--- src/rtl/mux_arbiter2.sv ---
// -----------------------------------------------------------------------------
// mux_arbiter2
//
// Two-requester arbiter that owns the select of a shared 2:1 single-bit path.
// Ownership is granted round-robin with a bounded hold time: an owner keeps
// the grant for at most MAX_HOLD consecutive cycles while the other side is
// waiting.  An uncontested owner keeps the grant indefinitely.  The granted
// requester's data bit is gated onto Y.
//
// Parameters
//   MAX_HOLD  maximum consecutive cycles an owner keeps the grant under
//             contention (1..255)
//   CNT_W     width of the hold counter, 2**CNT_W must exceed MAX_HOLD
//
// Ports
//   clk        system clock, rising edge
//   rst        asynchronous reset, active high
//   REQ_A      level request from requester A
//   REQ_B      level request from requester B
//   DIN_A      data bit from requester A
//   DIN_B      data bit from requester B
//   GNT_A      registered grant to A
//   GNT_B      registered grant to B
//   SEL        registered mux select, 1 = A path, 0 = B path
//   Y          shared output, (GNT_A & DIN_A) | (GNT_B & DIN_B)
//   BUSY       GNT_A | GNT_B
//   dbg_state  current FSM state (0 = IDLE, 1 = OWN_A, 2 = OWN_B)
//
// Handshake: REQ_x is a level; holding it high means "access wanted".  GNT_x
// rises one edge after the request is sampled and stays high for as long as
// the requester owns the path.  A request dropped before it is granted leaves
// no trace.
//
// Optional build macro
//   MUX_ARB_SYNC_EN  when defined, REQ_A/REQ_B each pass through a 2-flop
//                    synchronizer (reset to 0) before the FSM, adding two
//                    cycles to both grant and release latency.  When
//                    undefined, requests must be synchronous to clk.
// -----------------------------------------------------------------------------
module mux_arbiter2 #(
  parameter int MAX_HOLD = 8,
  parameter int CNT_W    = 8
) (
  input  logic       clk,
  input  logic       rst,
  input  logic       REQ_A,
  input  logic       REQ_B,
  input  logic       DIN_A,
  input  logic       DIN_B,
  output logic       GNT_A,
  output logic       GNT_B,
  output logic       SEL,
  output logic       Y,
  output logic       BUSY,
  output logic [1:0] dbg_state
);

  typedef enum logic [1:0] {
    IDLE  = 2'd0,
    OWN_A = 2'd1,
    OWN_B = 2'd2
  } state_t;

  // Counter value at which a contested owner must hand over; also the
  // saturation point for an uncontested owner.
  localparam logic [CNT_W-1:0] HOLD_LAST = CNT_W'(MAX_HOLD - 1);

  state_t           state;
  state_t           state_nxt;
  logic [CNT_W-1:0] hold_cnt;
  logic [CNT_W-1:0] hold_cnt_nxt;
  logic             last_a;       // 1 = A was the most recent owner
  logic             last_a_nxt;
  logic             take_a;
  logic             take_b;
  logic             req_a;        // request as seen by the FSM
  logic             req_b;

  // ---------------------------------------------------------------------------
  // Request conditioning
  // ---------------------------------------------------------------------------
`ifdef MUX_ARB_SYNC_EN
  logic req_a_s1;
  logic req_a_s2;
  logic req_b_s1;
  logic req_b_s2;

  always_ff @(posedge clk or posedge rst) begin
    if (rst) begin
      req_a_s1 <= 1'b0;
      req_a_s2 <= 1'b0;
      req_b_s1 <= 1'b0;
      req_b_s2 <= 1'b0;
    end else begin
      req_a_s1 <= REQ_A;
      req_a_s2 <= req_a_s1;
      req_b_s1 <= REQ_B;
      req_b_s2 <= req_b_s1;
    end
  end

  assign req_a = req_a_s2;
  assign req_b = req_b_s2;
`else
  assign req_a = REQ_A;
  assign req_b = REQ_B;
`endif

  // ---------------------------------------------------------------------------
  // FSM next-state logic
  // ---------------------------------------------------------------------------
  always_comb begin
    state_nxt    = state;
    hold_cnt_nxt = hold_cnt;
    last_a_nxt   = last_a;
    take_a       = 1'b0;
    take_b       = 1'b0;

    case (state)
      IDLE: begin
        if (req_a && req_b) begin
          // Tie: the side that did not own last goes first.
          if (last_a) take_b = 1'b1;
          else        take_a = 1'b1;
        end else if (req_a) begin
          take_a = 1'b1;
        end else if (req_b) begin
          take_b = 1'b1;
        end
      end

      OWN_A: begin
        if (!req_a) begin
          // Release: hand straight to a waiting B, no idle gap.
          if (req_b) take_b = 1'b1;
          else       state_nxt = IDLE;
        end else if (req_b && (hold_cnt == HOLD_LAST)) begin
          take_b = 1'b1;
        end else if (hold_cnt != HOLD_LAST) begin
          hold_cnt_nxt = hold_cnt + 1'b1;
        end
      end

      OWN_B: begin
        if (!req_b) begin
          if (req_a) take_a = 1'b1;
          else       state_nxt = IDLE;
        end else if (req_a && (hold_cnt == HOLD_LAST)) begin
          take_a = 1'b1;
        end else if (hold_cnt != HOLD_LAST) begin
          hold_cnt_nxt = hold_cnt + 1'b1;
        end
      end

      default: begin
        state_nxt = IDLE;
      end
    endcase

    // Every entry into an ownership state restarts the hold count and
    // records the new owner for the next tie-break.
    if (take_a) begin
      state_nxt    = OWN_A;
      hold_cnt_nxt = '0;
      last_a_nxt   = 1'b1;
    end else if (take_b) begin
      state_nxt    = OWN_B;
      hold_cnt_nxt = '0;
      last_a_nxt   = 1'b0;
    end
  end

  // ---------------------------------------------------------------------------
  // State and output registers
  // ---------------------------------------------------------------------------
  always_ff @(posedge clk or posedge rst) begin
    if (rst) begin
      state    <= IDLE;
      hold_cnt <= '0;
      last_a   <= 1'b0;
      GNT_A    <= 1'b0;
      GNT_B    <= 1'b0;
      SEL      <= 1'b0;
    end else begin
      state    <= state_nxt;
      hold_cnt <= hold_cnt_nxt;
      last_a   <= last_a_nxt;
      // Grants are registered from the next state so the old grant falls
      // and the new one rises on the same edge.
      GNT_A    <= (state_nxt == OWN_A);
      GNT_B    <= (state_nxt == OWN_B);
      SEL      <= (state_nxt == OWN_A);
    end
  end

  assign Y         = (GNT_A & DIN_A) | (GNT_B & DIN_B);
  assign BUSY      = GNT_A | GNT_B;
  assign dbg_state = state;

endmodule
--- config.mk ---
export PLATFORM = sky130hd
export DESIGN_NAME = mux_arbiter2
export DESIGN_NICKNAME = d
export VERILOG_FILES = /design/src/rtl/mux_arbiter2.sv
export SDC_FILE = /design/constraint.sdc
export NUM_CORES = 1
export LEC_CHECK = 0
export BUFFER_PORTS_ARGS = -buffer_cell sky130_fd_sc_hd__clkbuf_2
export CAP_MARGIN = 20
export CORE_UTILIZATION = 54
export CTS_BUF_LIST = sky130_fd_sc_hd__clkbuf_4 sky130_fd_sc_hd__clkbuf_8 sky130_fd_sc_hd__clkbuf_16
export DETAILED_ROUTE_END_ITERATION = 8
export PLACE_DENSITY_LB_ADDON = 0.12
export SYNTH_ARGS = -nofsm -noshare
export SYNTH_HDL_FRONTEND = slang
export SYNTH_SLANG_ARGS = --single-unit
--- constraint.sdc ---
create_clock -name clk -period 2.5 [get_ports clk]
set_input_delay 0.5 -clock clk [delete_from_list [all_inputs] [get_ports clk]]
set_output_delay 0.5 -clock clk [all_outputs]
set_load 0.01 [all_outputs]
=== Word-level counts from Yosys, hierarchy flattened ===
Index checks and enable logic that the tools add are counted.

* Add/sub/neg operators: 1
* $mul: 0
* Divide/modulo/power cells: 0
* $lt $le $gt $ge: 0
* Equality and inequality tests: 10
* Shifts and indexed selects: 0
* Mux-type cells: 30
* Bitwise gates (word level): 4
* Reduce and logical (&&, ||, !) cells: 7

{| class="wikitable"
|+ Operators with widths
! kind !! number
|-
| 8-bit 2-to-1 mux || 7
|-
| 4-bit != test, second input constant || 4
|-
| 8-bit case mux with 2 select lines || 1
|-
| 1-bit 2-to-1 mux || 13
|-
| 2-bit 2-to-1 mux || 6
|-
| 8-bit by 1-bit adder with 8-bit output, second input constant || 1
|-
| 8-bit by 3-bit equality test with 1-bit output, second input constant || 1
|-
| 8-bit by 3-bit != test with 1-bit output, second input constant || 1
|-
| 2-bit case mux with 3 select lines || 1
|-
| 5-bit AND reduction || 1
|-
| 2-bit by 1-bit equality test with 1-bit output, second input constant || 2
|-
| 2-bit equality test, second input constant || 2
|-
| 1-bit case mux with 2 select lines || 2
|-
| 4-bit nonzero test || 1
|-
| 1-bit logical AND || 3
|-
| 1-bit AND || 2
|-
| 2-bit logical NOT || 1
|-
| 1-bit bitwise OR || 2
|-
| 2-bit nonzero test || 1
|}

* Bits in registers: 13
* Bits in latches: 0
* Memory bits (writable): 0
* Memory bits (read-only): 0
* Bits of input ports: 6
* Output and inout bits: 7
* Logic and storage cells: 57
* Memories: 0

=== Longest topological paths before layout ===
Gate-level depths: netlist of run 1.

* Word-level depth: 8
* Depth in mapped cells: 7
* Mapped depth without buffers: 6

=== Worst setup path before layout of run 1 ===
Ideal clock, no wire load.

* Kind: register to register
* Start point: register state[0], in the netlist dbg_state[0]
* End point: register hold_cnt[5]
* Library setup time: 94 ps
* Arrival time: 1896 ps
* Data required time: 2406 ps
* Setup slack: 510 ps
* Cell stages (with the launch flop): 8
* Path buffers: 1
* Period minus slack after synthesis: 1990 ps
* Cells stage by stage: dfrtp_1 inv_1 ha_1 or3b_2 nand3_1 clkbuf_1 or4_1 a211oi_1

* Longest elaborated chain between the ends: 4
* Elaborated cells on any way between the ends: 14
* Classes of those cells: eq/ne: 6; mux: 5; reduce/logical: 3

{| class="wikitable"
|+ Ends and longest elaborated chain
! what !! RTL line !! RTL
|-
| start: declaration || 68 || <nowiki>state_t state;</nowiki>
|-
| start signal: assignment || 185 || <nowiki>state <= state_nxt;</nowiki>
|-
| 2-bit equality test (tied with other cells) || 119 || <nowiki>case (state)</nowiki>
|-
| 1-bit case mux with 2 select lines or 8-bit case mux with 2 select lines (tied branches) || 119 ||
|-
| 4-bit != test (no line) (tied with other cells) || -- ||
|-
| 5-bit AND reduction (no line) or 8-bit 2-to-1 mux (tied branches) || -- ||
|-
| end signal: assignment || 186 || <nowiki>hold_cnt <= hold_cnt_nxt;</nowiki>
|-
| end: declaration || 70 || <nowiki>logic [CNT_W-1:0] hold_cnt;</nowiki>
|}

Parallel ways exist; a longest one is shown, timed or not.
A chain may end at the register's enable or synchronous reset.

=== Worst setup path in the final report of run 1 ===
Same ends and word-level chain as after synthesis.

==> results of run 1 <==
==> stage by stage <==
stage	cells	setup slack, ns	power (mW)
detailed placement	110	0.378	0.812
global placement	110	0.443	0.787
finish	114	0.333	0.957
global route	114	0.115	1.03
CTS	114	0.362	0.955
floorplan	85	0.510	0.686
==> worst max-delay path by stage <==
stage                                    to  slack [ns]  cells past startpoint
global placement    hold_cnt[5]$_DFFE_PP0P_        0.44                      6
global route        hold_cnt[5]$_DFFE_PP0P_        0.11                      6
floorplan           hold_cnt[5]$_DFFE_PP0P_        0.51                      7
detailed placement  hold_cnt[5]$_DFFE_PP0P_        0.38                      6
finish              hold_cnt[5]$_DFFE_PP0P_        0.33                      6
CTS                 hold_cnt[5]$_DFFE_PP0P_        0.36                      6
==> cell usage after synthesis, types with 2 or more instances <==
| cell type | instances |
|---|---|
| sky130_fd_sc_hd__nand2_1 | 5 |
| sky130_fd_sc_hd__a211oi_1 | 6 |
| sky130_fd_sc_hd__nor3_1 | 2 |
| sky130_fd_sc_hd__dfrtp_1 | 13 |
| sky130_fd_sc_hd__nand4_1 | 2 |
| sky130_fd_sc_hd__o31ai_1 | 3 |
| sky130_fd_sc_hd__nand2b_1 | 4 |
| sky130_fd_sc_hd__o21ai_0 | 3 |
| sky130_fd_sc_hd__ha_1 | 5 |
| sky130_fd_sc_hd__a21oi_1 | 4 |
| sky130_fd_sc_hd__nand3_1 | 6 |
| sky130_fd_sc_hd__and3_1 | 2 |
| sky130_fd_sc_hd__inv_1 | 4 |
| sky130_fd_sc_hd__o21bai_1 | 2 |
| sky130_fd_sc_hd__or4_1 | 4 |
==> final cells by class <==
class / instances / area [um^2] / share of cell area, %
timing repair buffer: 12 / 60.1 / 6.33
sequential: 13 / 325 / 34.3
multi-input combinational: 66 / 499 / 52.6
tap: 15 / 18.8 / 1.98
clock buffer: 4 / 30.0 / 3.17
inverter: 4 / 15.0 / 1.58
==> kinds of logic after synthesis <==
logic type / share of synthesized area, %
fa+ha+maj: 7.35
simple gates: 24.7
flops: 38.2
buf+inv: 3.09
xor+xnor: 1.03
compound gates: 25.6
==> state kept, by name, summed over array words and instances, names as in the netlist <==
name,flops
last_a,1
GNT_B,1
hold_cnt,8
dbg_state,2
SEL,1
==> critical path, delay by kind of cell (launching register included) <==
| kind | cells | cell delay [ns] |
|---|---|---|
| AOI/OAI and AO/OA | 1 | 0.26 |
| buffers and inverters | 1 | 0.11 |
| DFF | 1 | 0.43 |
| and+or+nand+nor | 3 | 1.02 |
| adders and majority gates | 1 | 0.25 |
==> power groups by stage <==
stage	sequential [mW]	combinational, mW	clock (mW)
2_1_floorplan	0.326	0.360	0
4_1_cts	0.322	0.488	0.146
3_3_place_gp	0.321	0.467	0
6_report	0.324	0.491	0.142
5_1_grt	0.333	0.536	0.156
3_5_place_dp	0.326	0.486	0
==> layer usage <==
metal	track usage, %	share of wire, %	vias up
met2	31.3	46	19
li1	-	-	362
met5	0	0	-
met4	7.74	0.87	0
met1	29.8	49	343
met3	6.96	4.0	3
==> impl_metrics.prom, run 1 <==
# TYPE chip_impl_metric gauge
chip_impl_metric{name="cts-resized-gates",unit=""} 0
chip_impl_metric{name="yosysSeqAreaShare",unit="%"} 38.2
chip_impl_metric{name="rrSetupSlack",unit="ns"} 0.33
chip_impl_metric{name="cell_area_after_synthesis",unit="um^2"} 851
chip_impl_metric{name="slew-limit-headroom",unit="%"} 51.3
chip_impl_metric{name="clkSlewWorstSetupHoldPaths",unit="ns"} 0.08
chip_impl_metric{name="cts_post_setup_buffers_inserted",unit=""} 0
chip_impl_metric{name="drive_gt1_share",unit="%"} 23.2
chip_impl_info{name="startpoint",value="dbg_state[0]$_DFF_PP0_"} 1
chip_impl_metric{name="cp_slowest_stage_delay",unit="ns"} 0.54
chip_impl_metric{name="detail_route.iter0.violations",unit=""} 28
chip_impl_metric{name="finalWeightedCongestion",unit=""} 0.829
chip_impl_metric{name="synth_seq_cells",unit=""} 13
chip_impl_metric{name="first_pass_grt_wire_length",unit="mm"} 2.77
chip_impl_metric{name="post_synth_inst_count",unit=""} 85
chip_impl_metric{name="drt_pass1_iterations",unit=""} 7
chip_impl_info{name="netlist.top_cell.by_area",value="sky130_fd_sc_hd__dfrtp_1"} 1
chip_impl_metric{name="place.port_buffers",unit=""} 12
chip_impl_metric{name="core",unit="um^2"} 1380
chip_impl_metric{name="io_pins",unit=""} 13
chip_impl_metric{name="drt-wirelength-per-cell",unit="um"} 15.1
chip_impl_info{name="clock-root-buffer",value="sky130_fd_sc_hd__clkbuf_4"} 1
chip_impl_metric{name="power_density_relative_to_cell_area",unit="nW/um^2"} 1010
chip_impl_info{name="timing.critical_path.slowest_stage_cell",value="sky130_fd_sc_hd__or4_1"} 1
chip_impl_metric{name="dpl.hpwl",unit="mm"} 1.33
chip_impl_metric{name="grtUsageTotal",unit="%"} 21.4
chip_impl_info{name="cts_tree",value="yes"} 1
chip_impl_metric{name="power.combinational.fraction",unit="%"} 51.3
chip_impl_metric{name="synth_enable_flop_cells",unit=""} 0
chip_impl_metric{name="postLayoutCellArea",unit="um^2"} 948
chip_impl_metric{name="report.final.slew_viol_count",unit=""} 0
chip_impl_info{name="cp_cell_sequence",value="inv_1 -> ha_1 -> or3b_2 -> nand3_1 -> or4_1 -> a211oi_1"} 1
chip_impl_metric{name="r2r_cells",unit=""} 6
chip_impl_metric{name="cts.hold.buffers_added",unit=""} 0
chip_impl_metric{name="power_dissipated_by_switching_net_loads",unit="mW"} 0.424
chip_impl_metric{name="worst_ep_arrival_time",unit="ns"} 2.35
chip_impl_metric{name="remaining_drc_errors",unit=""} 0
chip_impl_metric{name="avgSynthCellArea",unit="um^2"} 10.0
chip_impl_metric{name="critPathRequiredTime",unit="ns"} 2.68
chip_impl_metric{name="yosys.area.top_type_share",unit="%"} 38.2
chip_impl_metric{name="p_leak",unit="nW"} 0.417
chip_impl_metric{name="viasPerCell",unit=""} 6.38
chip_impl_metric{name="p_clk_share",unit="%"} 14.8
chip_impl_metric{name="grt_max_degree",unit=""} 14
chip_impl_metric{name="setup_viol_count_final",unit=""} 0
chip_impl_metric{name="finalCriticalPeriod",unit="ns"} 2.17
chip_impl_metric{name="fmaxAchievable",unit="MHz"} 461
chip_impl_info{name="worst_setup_path_start_kind",value="flop"} 1
chip_impl_metric{name="switching_power_as_a_share_of_total_power",unit="%"} 44.3
chip_impl_metric{name="number_of_inserted_diodes",unit=""} 0
chip_impl_info{name="crit_path_end_kind",value="flop"} 1
chip_impl_metric{name="ctsLongestPathBuffers",unit=""} 2
chip_impl_metric{name="cts-htree-levels",unit=""} 1
chip_impl_metric{name="fin_worst_hold_slack",unit="ns"} 0.209
chip_impl_metric{name="synth.distinct_cells",unit=""} 35
chip_impl_info{name="hold_path.class",value="in2async"} 1
chip_impl_metric{name="insertion_delay",unit="ns"} 0.28
chip_impl_metric{name="die_area",unit="um^2"} 1740
chip_impl_info{name="layout_common_cells",value="sky130_fd_sc_hd__dfrtp_1, sky130_fd_sc_hd__clkbuf_2, sky130_fd_sc_hd__nand3_1, sky130_fd_sc_hd__a211oi_1"} 1
chip_impl_metric{name="max_cap_violations",unit=""} 0
chip_impl_metric{name="antenna_left",unit=""} 0
chip_impl_metric{name="yosysWarningCount",unit=""} 0
chip_impl_metric{name="num-fill-cells",unit=""} 116
chip_impl_info{name="status",value="completed"} 1
chip_impl_metric{name="finalSetupTns",unit="ns"} 0
chip_impl_info{name="critical_path_class",value="reg2reg"} 1
chip_impl_metric{name="grt_overflow",unit=""} 0
chip_impl_metric{name="die_height",unit="um"} 41.7
chip_impl_metric{name="worst-slew-pin-transition",unit="ns"} 0.729
chip_impl_metric{name="cts_num_sinks",unit=""} 13
chip_impl_metric{name="syn-num-nets",unit=""} 96
chip_impl_metric{name="num-nets-final",unit=""} 111
chip_impl_metric{name="antenna_violations_before_repair",unit=""} 0
chip_impl_metric{name="async_reset_ff_share",unit="%"} 100
chip_impl_metric{name="timing.final.crit_share",unit="%"} 86.7
chip_impl_info{name="ys_top_cells_by_area",value="sky130_fd_sc_hd__dfrtp_1, sky130_fd_sc_hd__ha_1, sky130_fd_sc_hd__a211oi_1, sky130_fd_sc_hd__nand3_1, sky130_fd_sc_hd__or4_1"} 1
chip_impl_metric{name="die_width",unit="um"} 41.7
chip_impl_metric{name="power.internal",unit="mW"} 0.533
chip_impl_metric{name="floorplan.initialDensity",unit="%"} 61.5
chip_impl_info{name="most_frequent_standard_cell_in_the_layout_excluding_fill_and_tap_cells",value="sky130_fd_sc_hd__dfrtp_1"} 1
chip_impl_info{name="synthFlopType",value="sky130_fd_sc_hd__dfrtp_1"} 1
chip_impl_info{name="setup_repair_after_global_routing_missed_its_margin",value="no"} 1
chip_impl_metric{name="routed-via-count",unit=""} 727
chip_impl_metric{name="critPathMaxFanout",unit=""} 11
chip_impl_metric{name="drt_wl_total",unit="mm"} 1.72
chip_impl_info{name="regToRegStartpoint",value="dbg_state[0]$_DFF_PP0_"} 1
chip_impl_metric{name="placementRows",unit=""} 13
chip_impl_info{name="regToRegEndpoint",value="hold_cnt[5]$_DFFE_PP0P_"} 1
chip_impl_metric{name="vdd.ir_drop.worst",unit="V"} 0.000565
chip_impl_metric{name="first_global_vias",unit=""} 629
chip_impl_metric{name="finClkSkew",unit="ns"} 0.00365
chip_impl_metric{name="cts_made_buffers",unit=""} 3
chip_impl_metric{name="final_core_utilization",unit="%"} 68.6
chip_impl_metric{name="postPlaceCellArea",unit="um^2"} 918
chip_impl_metric{name="sequentialPowerShare",unit="%"} 33.9
chip_impl_metric{name="hold_viol",unit=""} 0
chip_impl_metric{name="flow.area_growth_from_synthesis",unit="%"} 11.5
Note: power is estimated with default switching activity, not from simulation.
==> run 2: changes to the inputs <==
==> constraint.sdc (replaced) <==
create_clock -name clk -period 2.5 [get_ports clk]
set_input_delay 0 -clock clk [delete_from_list [all_inputs] [get_ports clk]]
set_output_delay 0 -clock clk [all_outputs]
set_load 0.01 [all_outputs]
==> impl_metrics.prom, run 2 (synthesis gave the netlist of run 1 again) <==
# TYPE chip_impl_metric gauge
chip_impl_metric{name="placedCellCount",unit=""} 110
chip_impl_metric{name="timing.final.crit_share",unit="%"} 86.6
chip_impl_metric{name="hold_viol",unit=""} 0
chip_impl_metric{name="final_core_utilization",unit="%"} 69.3
chip_impl_metric{name="flow.area_growth_from_synthesis",unit="%"} 12.6
chip_impl_metric{name="viasPerCell",unit=""} 6.30
chip_impl_metric{name="grt_max_degree",unit=""} 14
chip_impl_metric{name="use_met1",unit="%"} 29.8
chip_impl_info{name="hold_path.class",value="in2reg"} 1
chip_impl_metric{name="largest_register_ffs",unit=""} 8
chip_impl_metric{name="setup_viol_count_final",unit=""} 0
chip_impl_info{name="largest-register",value="hold_cnt"} 1
chip_impl_metric{name="finalCriticalPeriod",unit="ns"} 2.16
chip_impl_metric{name="num-fill-cells",unit=""} 115
chip_impl_metric{name="met2_usage",unit="%"} 31.3
chip_impl_metric{name="power",unit="mW"} 0.958
chip_impl_info{name="worst_setup_path_start_kind",value="flop"} 1
chip_impl_metric{name="cts-resized-gates",unit=""} 0
chip_impl_metric{name="drt_pass1_iterations",unit=""} 4
chip_impl_metric{name="drt-wirelength-per-cell",unit="um"} 15.0
chip_impl_metric{name="placementRows",unit=""} 13
chip_impl_metric{name="clkSlewWorstSetupHoldPaths",unit="ns"} 0.08
chip_impl_metric{name="number_of_inserted_diodes",unit=""} 0
chip_impl_metric{name="cts-htree-levels",unit=""} 1
chip_impl_metric{name="routed-via-count",unit=""} 724
chip_impl_metric{name="detail_route.iter0.violations",unit=""} 25
chip_impl_info{name="cts_tree",value="yes"} 1
chip_impl_metric{name="postPlaceCellArea",unit="um^2"} 918
chip_impl_info{name="globalRoute.busiestLayer",value="met2"} 1
chip_impl_metric{name="die_width",unit="um"} 41.7
chip_impl_metric{name="dpl.hpwl",unit="mm"} 1.33
chip_impl_metric{name="num-nets-final",unit=""} 112
chip_impl_metric{name="cts_made_buffers",unit=""} 3
chip_impl_metric{name="finalWeightedCongestion",unit=""} 0.829
chip_impl_metric{name="antenna_left",unit=""} 0
chip_impl_metric{name="slew-limit-headroom",unit="%"} 50.7
chip_impl_metric{name="die_height",unit="um"} 41.7
chip_impl_metric{name="drt_wl_total",unit="mm"} 1.72
chip_impl_metric{name="insertion_delay",unit="ns"} 0.28
chip_impl_metric{name="die_area",unit="um^2"} 1740
chip_impl_metric{name="io_pins",unit=""} 13
chip_impl_metric{name="cts_post_setup_buffers_inserted",unit=""} 0
chip_impl_metric{name="core",unit="um^2"} 1380
chip_impl_metric{name="critPathRequiredTime",unit="ns"} 2.69
chip_impl_metric{name="worst-slew-pin-transition",unit="ns"} 0.738
chip_impl_metric{name="grt_overflow",unit=""} 0
chip_impl_info{name="clock-root-buffer",value="sky130_fd_sc_hd__clkbuf_4"} 1
chip_impl_info{name="setup_repair_after_global_routing_missed_its_margin",value="no"} 1
chip_impl_metric{name="worst_ep_arrival_time",unit="ns"} 2.35
chip_impl_info{name="status",value="completed"} 1
chip_impl_metric{name="grtUsageTotal",unit="%"} 21.4
chip_impl_info{name="crit_path_end_kind",value="flop"} 1
chip_impl_metric{name="critPathMaxFanout",unit=""} 11
chip_impl_metric{name="cts_num_sinks",unit=""} 13
chip_impl_metric{name="power_density_relative_to_cell_area",unit="nW/um^2"} 1000
chip_impl_metric{name="max_cap_violations",unit=""} 0
chip_impl_metric{name="report.final.slew_viol_count",unit=""} 0
chip_impl_metric{name="cts.hold.buffers_added",unit=""} 1
chip_impl_metric{name="fmaxAchievable",unit="MHz"} 462
chip_impl_info{name="most_frequent_standard_cell_in_the_layout_excluding_fill_and_tap_cells",value="sky130_fd_sc_hd__dfrtp_1"} 1
chip_impl_metric{name="finClkSkew",unit="ns"} 0.00372
chip_impl_metric{name="use_met3",unit="%"} 6.96
chip_impl_metric{name="first_global_vias",unit=""} 629
chip_impl_metric{name="finalSetupTns",unit="ns"} 0
chip_impl_metric{name="drive_gt1_share",unit="%"} 23.0
chip_impl_metric{name="remaining_drc_errors",unit=""} 0
chip_impl_metric{name="place.port_buffers",unit=""} 12
chip_impl_metric{name="final-instance-count-excl-fill",unit=""} 115
chip_impl_metric{name="floorplan.initialDensity",unit="%"} 61.5
chip_impl_metric{name="first_pass_grt_wire_length",unit="mm"} 2.77
chip_impl_metric{name="antenna_violations_before_repair",unit=""} 0
chip_impl_metric{name="postLayoutCellArea",unit="um^2"} 958
chip_impl_info{name="critical_path_class",value="reg2reg"} 1
chip_impl_metric{name="p_leak",unit="nW"} 0.422
chip_impl_metric{name="vdd.ir_drop.worst",unit="V"} 0.000571
chip_impl_metric{name="ctsLongestPathBuffers",unit=""} 2
chip_impl_info{name="layout_common_cells",value="sky130_fd_sc_hd__dfrtp_1, sky130_fd_sc_hd__clkbuf_2, sky130_fd_sc_hd__nand3_1, sky130_fd_sc_hd__a211oi_1"} 1
run 2: changes by cell type in the layout (fill, tap and decap cells not counted), sizes merged:
| cell | change |
|---|---|
| dlygate4sd3 | +1 |
run 2: layout make-up:
class	instances	area (um^2)	share of cell area (%)
clock buffer	4	30.0	3.13
inverter	4	15.0	1.57
multi-input combinational	66	499	52.1
sequential	13	325	33.9
tap	15	18.8	1.96
timing repair buffer	13	70.1	7.31
run 2: report_power, final:
part,internal [mW],switching [mW]
Sequential,0.263,0.0607
Clock,0.0728,0.0696
Combinational,0.198,0.293
Total,0.534,0.424
run 2: metrics by stage:
| stage | hold WS, ns | setup slack [ns] |
|---|---|---|
| 2_1_floorplan | -0.123 | 0.510 |
| 3_3_place_gp | 0.0183 | 0.443 |
| 3_5_place_dp | 0.0269 | 0.378 |
| 4_1_cts | 0.173 | 0.362 |
| 5_1_grt | 0.195 | 0.115 |
| 6_report | 0.184 | 0.336 |
run 2: metal layers:
layer	wire length, um	vias to the layer above
met5	0	-
met3	62	4
li1	-	363
met2	773	15
met4	25	0
met1	860	342
run 2: worst paths after layout:
kind	from	to	slack (ns)	cells past startpoint
min in group asynchronous	rst	hold_cnt[3]$_DFFE_PP0P_	0.26	3
worst min register to register	last_a$_DFFE_PP0P_	last_a$_DFFE_PP0P_	0.56	1
worst max register to register	dbg_state[0]$_DFF_PP0_	hold_cnt[5]$_DFFE_PP0P_	0.34	6
worst min-delay path	REQ_A	GNT_B$_DFF_PP0_	0.18	3
max in group asynchronous	rst	GNT_B$_DFF_PP0_	1.91	3
worst max-delay path	dbg_state[0]$_DFF_PP0_	hold_cnt[5]$_DFFE_PP0P_	0.34	6
run 2: critical path, cell delays in order (launching register included):
cell                       delay, ns
sky130_fd_sc_hd__dfrtp_1        0.43
sky130_fd_sc_hd__inv_1          0.11
sky130_fd_sc_hd__ha_1           0.25
sky130_fd_sc_hd__or3b_2         0.22
sky130_fd_sc_hd__nand3_1        0.26
sky130_fd_sc_hd__or4_1          0.54
sky130_fd_sc_hd__a211oi_1       0.26
